[config.mk]
export PLATFORM = sky130hd
export DESIGN_NAME = mul_div_unit
export DESIGN_NICKNAME = d
export VERILOG_FILES = /design/src/rtl/mul_div_unit.sv
export SDC_FILE = /design/constraint.sdc
export NUM_CORES = 1
export LEC_CHECK = 0
export ABC_AREA = 1
export CAP_MARGIN = 20
export CORE_MARGIN = 10
export CORE_UTILIZATION = 45
export CTS_CLUSTER_SIZE = 16
export DETAILED_ROUTE_END_ITERATION = 16
export PLACE_DENSITY_LB_ADDON = 0.12
export SYNTH_ARGS = -nofsm -noshare
export SYNTH_HDL_FRONTEND = slang
export SYNTH_SLANG_ARGS = --single-unit
[constraint.sdc]
create_clock -name clk -period 3.2 [get_ports clk]
set_input_delay 0.64 -clock clk [delete_from_list [all_inputs] [get_ports clk]]
set_output_delay 0.64 -clock clk [all_outputs]
set_load 0.005 [all_outputs]
[src/rtl/mul_div_unit.sv]
// Iterative 32-bit MULT/MULTU/DIV/DIVU unit with HI/LO result registers and a start/busy/done handshake.
// Define MULDIV_DIVIDER_EN to build the restoring divider; without it DIV/DIVU finish at once with HI/LO untouched.
module mul_div_unit (
  input  logic        clk,
  input  logic        reset,
  input  logic        start,
  input  logic [1:0]  op,
  input  logic [31:0] regA,
  input  logic [31:0] regB,
  output logic        busy,
  output logic        done,
  output logic [31:0] hi,
  output logic [31:0] lo,
  output logic        divZero
);

  typedef enum logic [1:0] {
    S_IDLE   = 2'd0,
    S_RUN    = 2'd1,
    S_FINISH = 2'd2
  } state_t;

  state_t      state_q;
  logic [4:0]  cnt_q;
  logic [63:0] acc_q;
  logic [31:0] opnd_q;
  logic        neg_q;
  logic        busy_q;
  logic        done_q;
  logic        divzero_q;
  logic [31:0] hi_q;
  logic [31:0] lo_q;
`ifdef MULDIV_DIVIDER_EN
  logic        is_div_q;
  logic        neg_rem_q;
  logic [32:0] rem_sh_s;
`endif

  logic        signed_op_s;
  logic [31:0] a_mag_s;
  logic [31:0] b_mag_s;
  logic [32:0] mul_sum_s;
  logic [63:0] acc_d;
  logic [63:0] prod_s;
  logic [31:0] res_hi_s;
  logic [31:0] res_lo_s;

  // Operand magnitudes; negation wraps, so 0x80000000 stays 0x80000000 as an unsigned magnitude
  always_comb begin
    signed_op_s = ~op[0];
    if (signed_op_s && regA[31]) begin
      a_mag_s = 32'd0 - regA;
    end else begin
      a_mag_s = regA;
    end
    if (signed_op_s && regB[31]) begin
      b_mag_s = 32'd0 - regB;
    end else begin
      b_mag_s = regB;
    end
  end

  // One iteration: shift-add for multiply, restoring shift-subtract for divide
  always_comb begin
    mul_sum_s = {1'b0, acc_q[63:32]} + (acc_q[0] ? {1'b0, opnd_q} : 33'd0);
    acc_d     = {mul_sum_s, acc_q[31:1]};
`ifdef MULDIV_DIVIDER_EN
    rem_sh_s  = acc_q[63:31];
    if (is_div_q) begin
      if (rem_sh_s >= {1'b0, opnd_q}) begin
        acc_d = {rem_sh_s[31:0] - opnd_q, acc_q[30:0], 1'b1};
      end else begin
        acc_d = {rem_sh_s[31:0], acc_q[30:0], 1'b0};
      end
    end else begin
      acc_d = {mul_sum_s, acc_q[31:1]};
    end
`endif
  end

  // Sign correction applied when the FINISH state commits HI/LO
  always_comb begin
    prod_s   = neg_q ? (64'd0 - acc_q) : acc_q;
    res_hi_s = prod_s[63:32];
    res_lo_s = prod_s[31:0];
`ifdef MULDIV_DIVIDER_EN
    if (is_div_q) begin
      res_lo_s = neg_q     ? (32'd0 - acc_q[31:0])  : acc_q[31:0];
      res_hi_s = neg_rem_q ? (32'd0 - acc_q[63:32]) : acc_q[63:32];
    end else begin
      res_hi_s = prod_s[63:32];
      res_lo_s = prod_s[31:0];
    end
`endif
  end

  // Control FSM with registered handshake and result outputs
  always_ff @(posedge clk) begin
    if (reset) begin
      state_q   <= S_IDLE;
      cnt_q     <= 5'd0;
      acc_q     <= 64'd0;
      opnd_q    <= 32'd0;
      neg_q     <= 1'b0;
      busy_q    <= 1'b0;
      done_q    <= 1'b0;
      divzero_q <= 1'b0;
      hi_q      <= 32'd0;
      lo_q      <= 32'd0;
`ifdef MULDIV_DIVIDER_EN
      is_div_q  <= 1'b0;
      neg_rem_q <= 1'b0;
`endif
    end else begin
      case (state_q)
        S_IDLE: begin
          done_q <= 1'b0;
          if (start) begin
`ifdef MULDIV_DIVIDER_EN
            if (op[1] && (regB == 32'd0)) begin
              done_q    <= 1'b1;
              divzero_q <= 1'b1;
            end else begin
              state_q   <= S_RUN;
              busy_q    <= 1'b1;
              divzero_q <= 1'b0;
              cnt_q     <= 5'd0;
              is_div_q  <= op[1];
              neg_q     <= signed_op_s & (regA[31] ^ regB[31]);
              neg_rem_q <= signed_op_s & regA[31];
              acc_q     <= {32'd0, (op[1] ? a_mag_s : b_mag_s)};
              opnd_q    <= op[1] ? b_mag_s : a_mag_s;
            end
`else
            if (op[1]) begin
              done_q    <= 1'b1;
              divzero_q <= 1'b0;
            end else begin
              state_q   <= S_RUN;
              busy_q    <= 1'b1;
              divzero_q <= 1'b0;
              cnt_q     <= 5'd0;
              neg_q     <= signed_op_s & (regA[31] ^ regB[31]);
              acc_q     <= {32'd0, b_mag_s};
              opnd_q    <= a_mag_s;
            end
`endif
          end
        end
        S_RUN: begin
          acc_q <= acc_d;
          cnt_q <= cnt_q + 5'd1;
          if (cnt_q == 5'd31) begin
            state_q <= S_FINISH;
          end
        end
        S_FINISH: begin
          hi_q    <= res_hi_s;
          lo_q    <= res_lo_s;
          done_q  <= 1'b1;
          busy_q  <= 1'b0;
          state_q <= S_IDLE;
        end
        default: begin
          state_q <= S_IDLE;
          busy_q  <= 1'b0;
          done_q  <= 1'b0;
        end
      endcase
    end
  end

  assign busy    = busy_q;
  assign done    = done_q;
  assign hi      = hi_q;
  assign lo      = lo_q;
  assign divZero = divzero_q;

endmodule

After elaboration in Yosys (flattened, before gate mapping)
Cells that the tools add are included.

Input port bits: 69. Register bits: 170. Logic and storage cells: 53. Output and inout bits: 67.

Reductions and logical operators: 8. Bitwise operators: 5. Multiplexer cells: 20. Add/subtract/negate cells: 5. Eq/ne operators: 6.

Operators by type and width (count): $mux 64 (3); $pmux 64 s2 (1); $mux 32 (3); $sub 1x32->32 const A (2); $sub 1x64->64 const A (1); $add 32x32->33 (1); $reduce_and 3->1 (4); $mux 5 (2); $pmux 5 s2 (1); $mux 2 (3); $ne 2x2->1 const B (3); $add 5x1->5 const B (1); $eq 5x5->1 const B (1); $mux 1 (4); $pmux 2 s2 (1); $not 1->1 (3); $pmux 1 s3 (1); $eq 2x1->1 const B (1); $eq 2x2->1 const B (1); $logic_and 1x1->1 (2); $logic_not 2->1 (1); $pmux 1 s2 (1); $reduce_bool 2->1 (1); $and 1x1->1 (1); $xor 1x1->1 (1).

Longest topological paths before layout
Depth after elaboration: 6. Gate-level depth with buffers: 18. Depth with buffers taken out: 16.

Worst setup path after synthesis
OpenSTA, ideal clock, no wires.

Kind: register to register. Start point: reg acc_q[0]. End point: reg acc_q[55]. Data required time: 3.087 ns. Library setup time: 0.113 ns. Setup slack: 0.918 ns. Arrival: 2.169 ns. Period minus slack after synthesis: 2.282 ns. Stages on the path, launching flop included: 18. Path buffers: 2. Path through: dfxtp_1 > buf_2 > clkbuf_1 > nand2_1 > inv_1 > ha_1 > inv_1 > fa_1 > inv_1 > nand3_1 > nand3_1 > nand3_1 > nand3_1 > nand3_1 > nand3_1 > nand2_1 > nand3_1 > nand2_1.

Longest elaborated chain between the ends: 3.

Ends and longest elaborated chain: from (decl) (RTL line 25) `logic [63:0] acc_q;`; from (signal assigned) (RTL line 144) `acc_q <= {32'd0, b_mag_s};`; $mux 32 (RTL line 65) `mul_sum_s = {1'b0, acc_q[63:32]} + (acc_q[0] ? {1'b0, opnd_q} : 33'd0);`; $add 32x32->33 (RTL line 65); $pmux 64 s2 (RTL line 115) `case (state_q)`.

No other way between the ends. A chain may end at the register's enable or synchronous reset.

Final worst setup path
Start point: reg acc_q[0]. End point: reg acc_q[60].

The elaborated chain is that of the path after synthesis.

==> out/qor.csv <==
metric,value,unit
final_cell_mix,"nand2_1, nor2_1, inv_1",
hold_viol,0,
syn_avg_cell_area,5.75,sq um
grt_first_pass_wirelength,71700,um
synth.distinct_cells,48,
portBuffers,134,
drt-pass1-iter-count,6,
critPathBufInv,2,
path_clk_slew,0.07,ns
ios,136,
area_delta_synth_final,17.6,%
worstPathRequired,3.52,ns
cts_max_level,4,
final_common_cell,nand2_1,
yosysTopAreaCell,dfxtp_1,
synthTopCellsByArea,"dfxtp_1, nand2_1, nor2_1",
numCtsBuffers,17,
path_common_cell,a21oi_1,
synth-edff-count,0,
slew-limit-headroom,0.431,
run_status,"complete, no violations",
dieArea,35700,sq um
layout.nets,2439,
gr-total-overflow,0,
dp_hpwl,37100,um
switchingPower,1970,uW
detail_route.wirelength,46500,um
rsz0062_at_grt,no,
ir_drop,0.371,mV
dr.first_iter.drc_count,1327,
ys_seq_area_frac,0.265,
p_comb_frac,0.228,
max_freq,388,MHz
slowest_delay,0.39,ns
synth_area,12800,sq um
clock_skew,0.0117,ns
vias_per_cell,5.25,
cts_hold_buf,0,
swShare,0.347,
min_period_over_period,0.805,
core,27900,sq um
grt_start_max_net_pins,69,
clock_sink_count,170,
cts-resized-gates,0,
vias,14300,
power.internal,3720,uW
hold_class,flop to flop,
track_usage,0.251,
crit_type,flop to flop,
dpl_cell_area,14500,sq um
period_needed,2.58,ns
cts.path.max_buffers,2,
synthFlopType,dfxtp_1,
cp-start-kind,flop,
finalSetupTns,0,ns
fill_cells,2997,
detail_route.wl_per_cell,17.1,um
die_h,189,um
crit_cells,12,
cp-end-kind,flop,
synth_seq_cells,170,
root_buffer,clkbuf_16,
p_clk_frac,0.364,
antenna_found_initial,0,
grt_pass1_vias,12900,
fin_util,0.540,
postLayoutCellArea,15100,sq um
holdPathStages,2,
slowest_stage,dfxtp_1,
drv_cap,0,
insertion_delay,0.45,ns
async_reset_ff_frac,0,
netlist.area_leader.share,0.265,
synth_fp_nets,2339,
cts_tree,done,
worst_pin_slew,0.854,ns
row_count,61,
cp_max_fo,31,
worstRegToRegCells,12,
drive_gt1_frac,0.0384,
drc_errors,0,
synth_cells,2232,
maxSlewViolCount,0,
die_w,189,um
antenna_cells,0,
path_cells,"buf_4, nand2_1, inv_1, ha_1, a21oi_1, nor2_1, nor2_1, nand2_1, a21oi_1, nand3_1, nand3_1, a21oi_1",
gp_congestion,0.974,
p_seq_frac,0.409,
synth_warnings,0,
crit_family,simple AND/OR/NAND/NOR gates,
setup_viol,0,
post_cts_buffers,0,
start_util,0.460,
power_leakage,0.00757,uW
cp.arrival,2.90,ns
power_density,377,nW/um^2
ant_nets,0,
[kinds of logic (layout without fill, tap and decap cells)]
family | count (synthesis) | after routing | synth area share
AO/OA/AOI/OAI | 332 | 332 | 0.146
buffers and inverters | 408 | 521 | 0.122
AND/OR/NAND/NOR | 1243 | 1243 | 0.402
XOR/XNOR | 40 | 40 | 0.0273
other | 1 | 1 | 0.000292
adder cells (fa/ha/maj) | 38 | 38 | 0.0376
flip-flops | 170 | 170 | 0.265
[state kept, by name, indices dropped and copies added, names as in the netlist]
signal and flops:
busy 1, acc_q 64, neg_q 1, state_q 2, lo 32, hi 32
cnt_q 5, done 1, opnd_q 32
[power groups by stage]
stage               logic [uW]  registers (uW)  clock network, uW
floorplan                  800            2330                  0
global placement          1270            2370                  0
detailed placement        1270            2370                  0
CTS                       1280            2320               2100
global route              1440            2340               2180
finish                    1300            2330               2070
[metrics by stage]
step | power (uW) | hold slack (ns) | setup slack, ns | std cells
after floorplan | 3130 | 0.447 | 0.918 | 2232
after global placement | 3640 | 0.459 | 0.401 | 2691
after detailed placement | 3640 | 0.473 | 0.416 | 2691
final | 5690 | 0.491 | 0.623 | 2723
after CTS | 5700 | 0.487 | 0.685 | 2723
after global routing | 5960 | 0.506 | 0.436 | 2723
[per-layer routing]
layer  vias up  share of wire  global-route usage
met5         -              0                   0
met4         0          0.015              0.0577
met3        41          0.072              0.0390
met2       530           0.42               0.382
met1      6429           0.49               0.363
li1       7291              -                   -
[synthesized netlist by cell type, drive strengths merged, types with 2 or more instances]
cell    count
o21a        4
o21bai      2
o22ai       2
nand4      26
nand3     184
o211ai      3
a21oi     133
ha         37
xor2       30
and3        3
a31oi       3
and2        7
or2         8
o31ai      10
nor4        2
inv       334
a32oi      23
nand3b      9
a32o        2
nor3       22
nor2      360
o221ai      4
a22oi       6
buf        29
a211oi      2
a21o        5
clkbuf     44
dfxtp     170
nand2     621
xnor2      10
o21ai     132
[path summary, 6_finish.rpt]
kind	to	slack [ns]	start
setup / recovery	acc_q[60]	0.62	acc_q[0]
hold reg to reg	acc_q[39]	0.49	acc_q[39]
setup reg to reg	acc_q[60]	0.62	acc_q[0]
hold / removal	acc_q[39]	0.49	acc_q[39]
[tightest hold or removal path, delay by kind of cell (launching register included)]
kind	cells	cell delay, ns
compound gates	1	0.06
simple gates	1	0.06
flops	1	0.33
[layout make-up]
cell class / instances / area, sq um / share of cell area
Clock inverter: 15 / 153 / 0.0101
Tap cell: 378 / 473 / 0.0313
Clock buffer: 17 / 425 / 0.0282
Inverter: 335 / 1260 / 0.0833
Timing Repair Buffer: 154 / 1500 / 0.0993
Multi-Input combinational cell: 1654 / 7890 / 0.522
Sequential cell: 170 / 3400 / 0.226
Note: power is estimated with default switching activity, not from simulation.
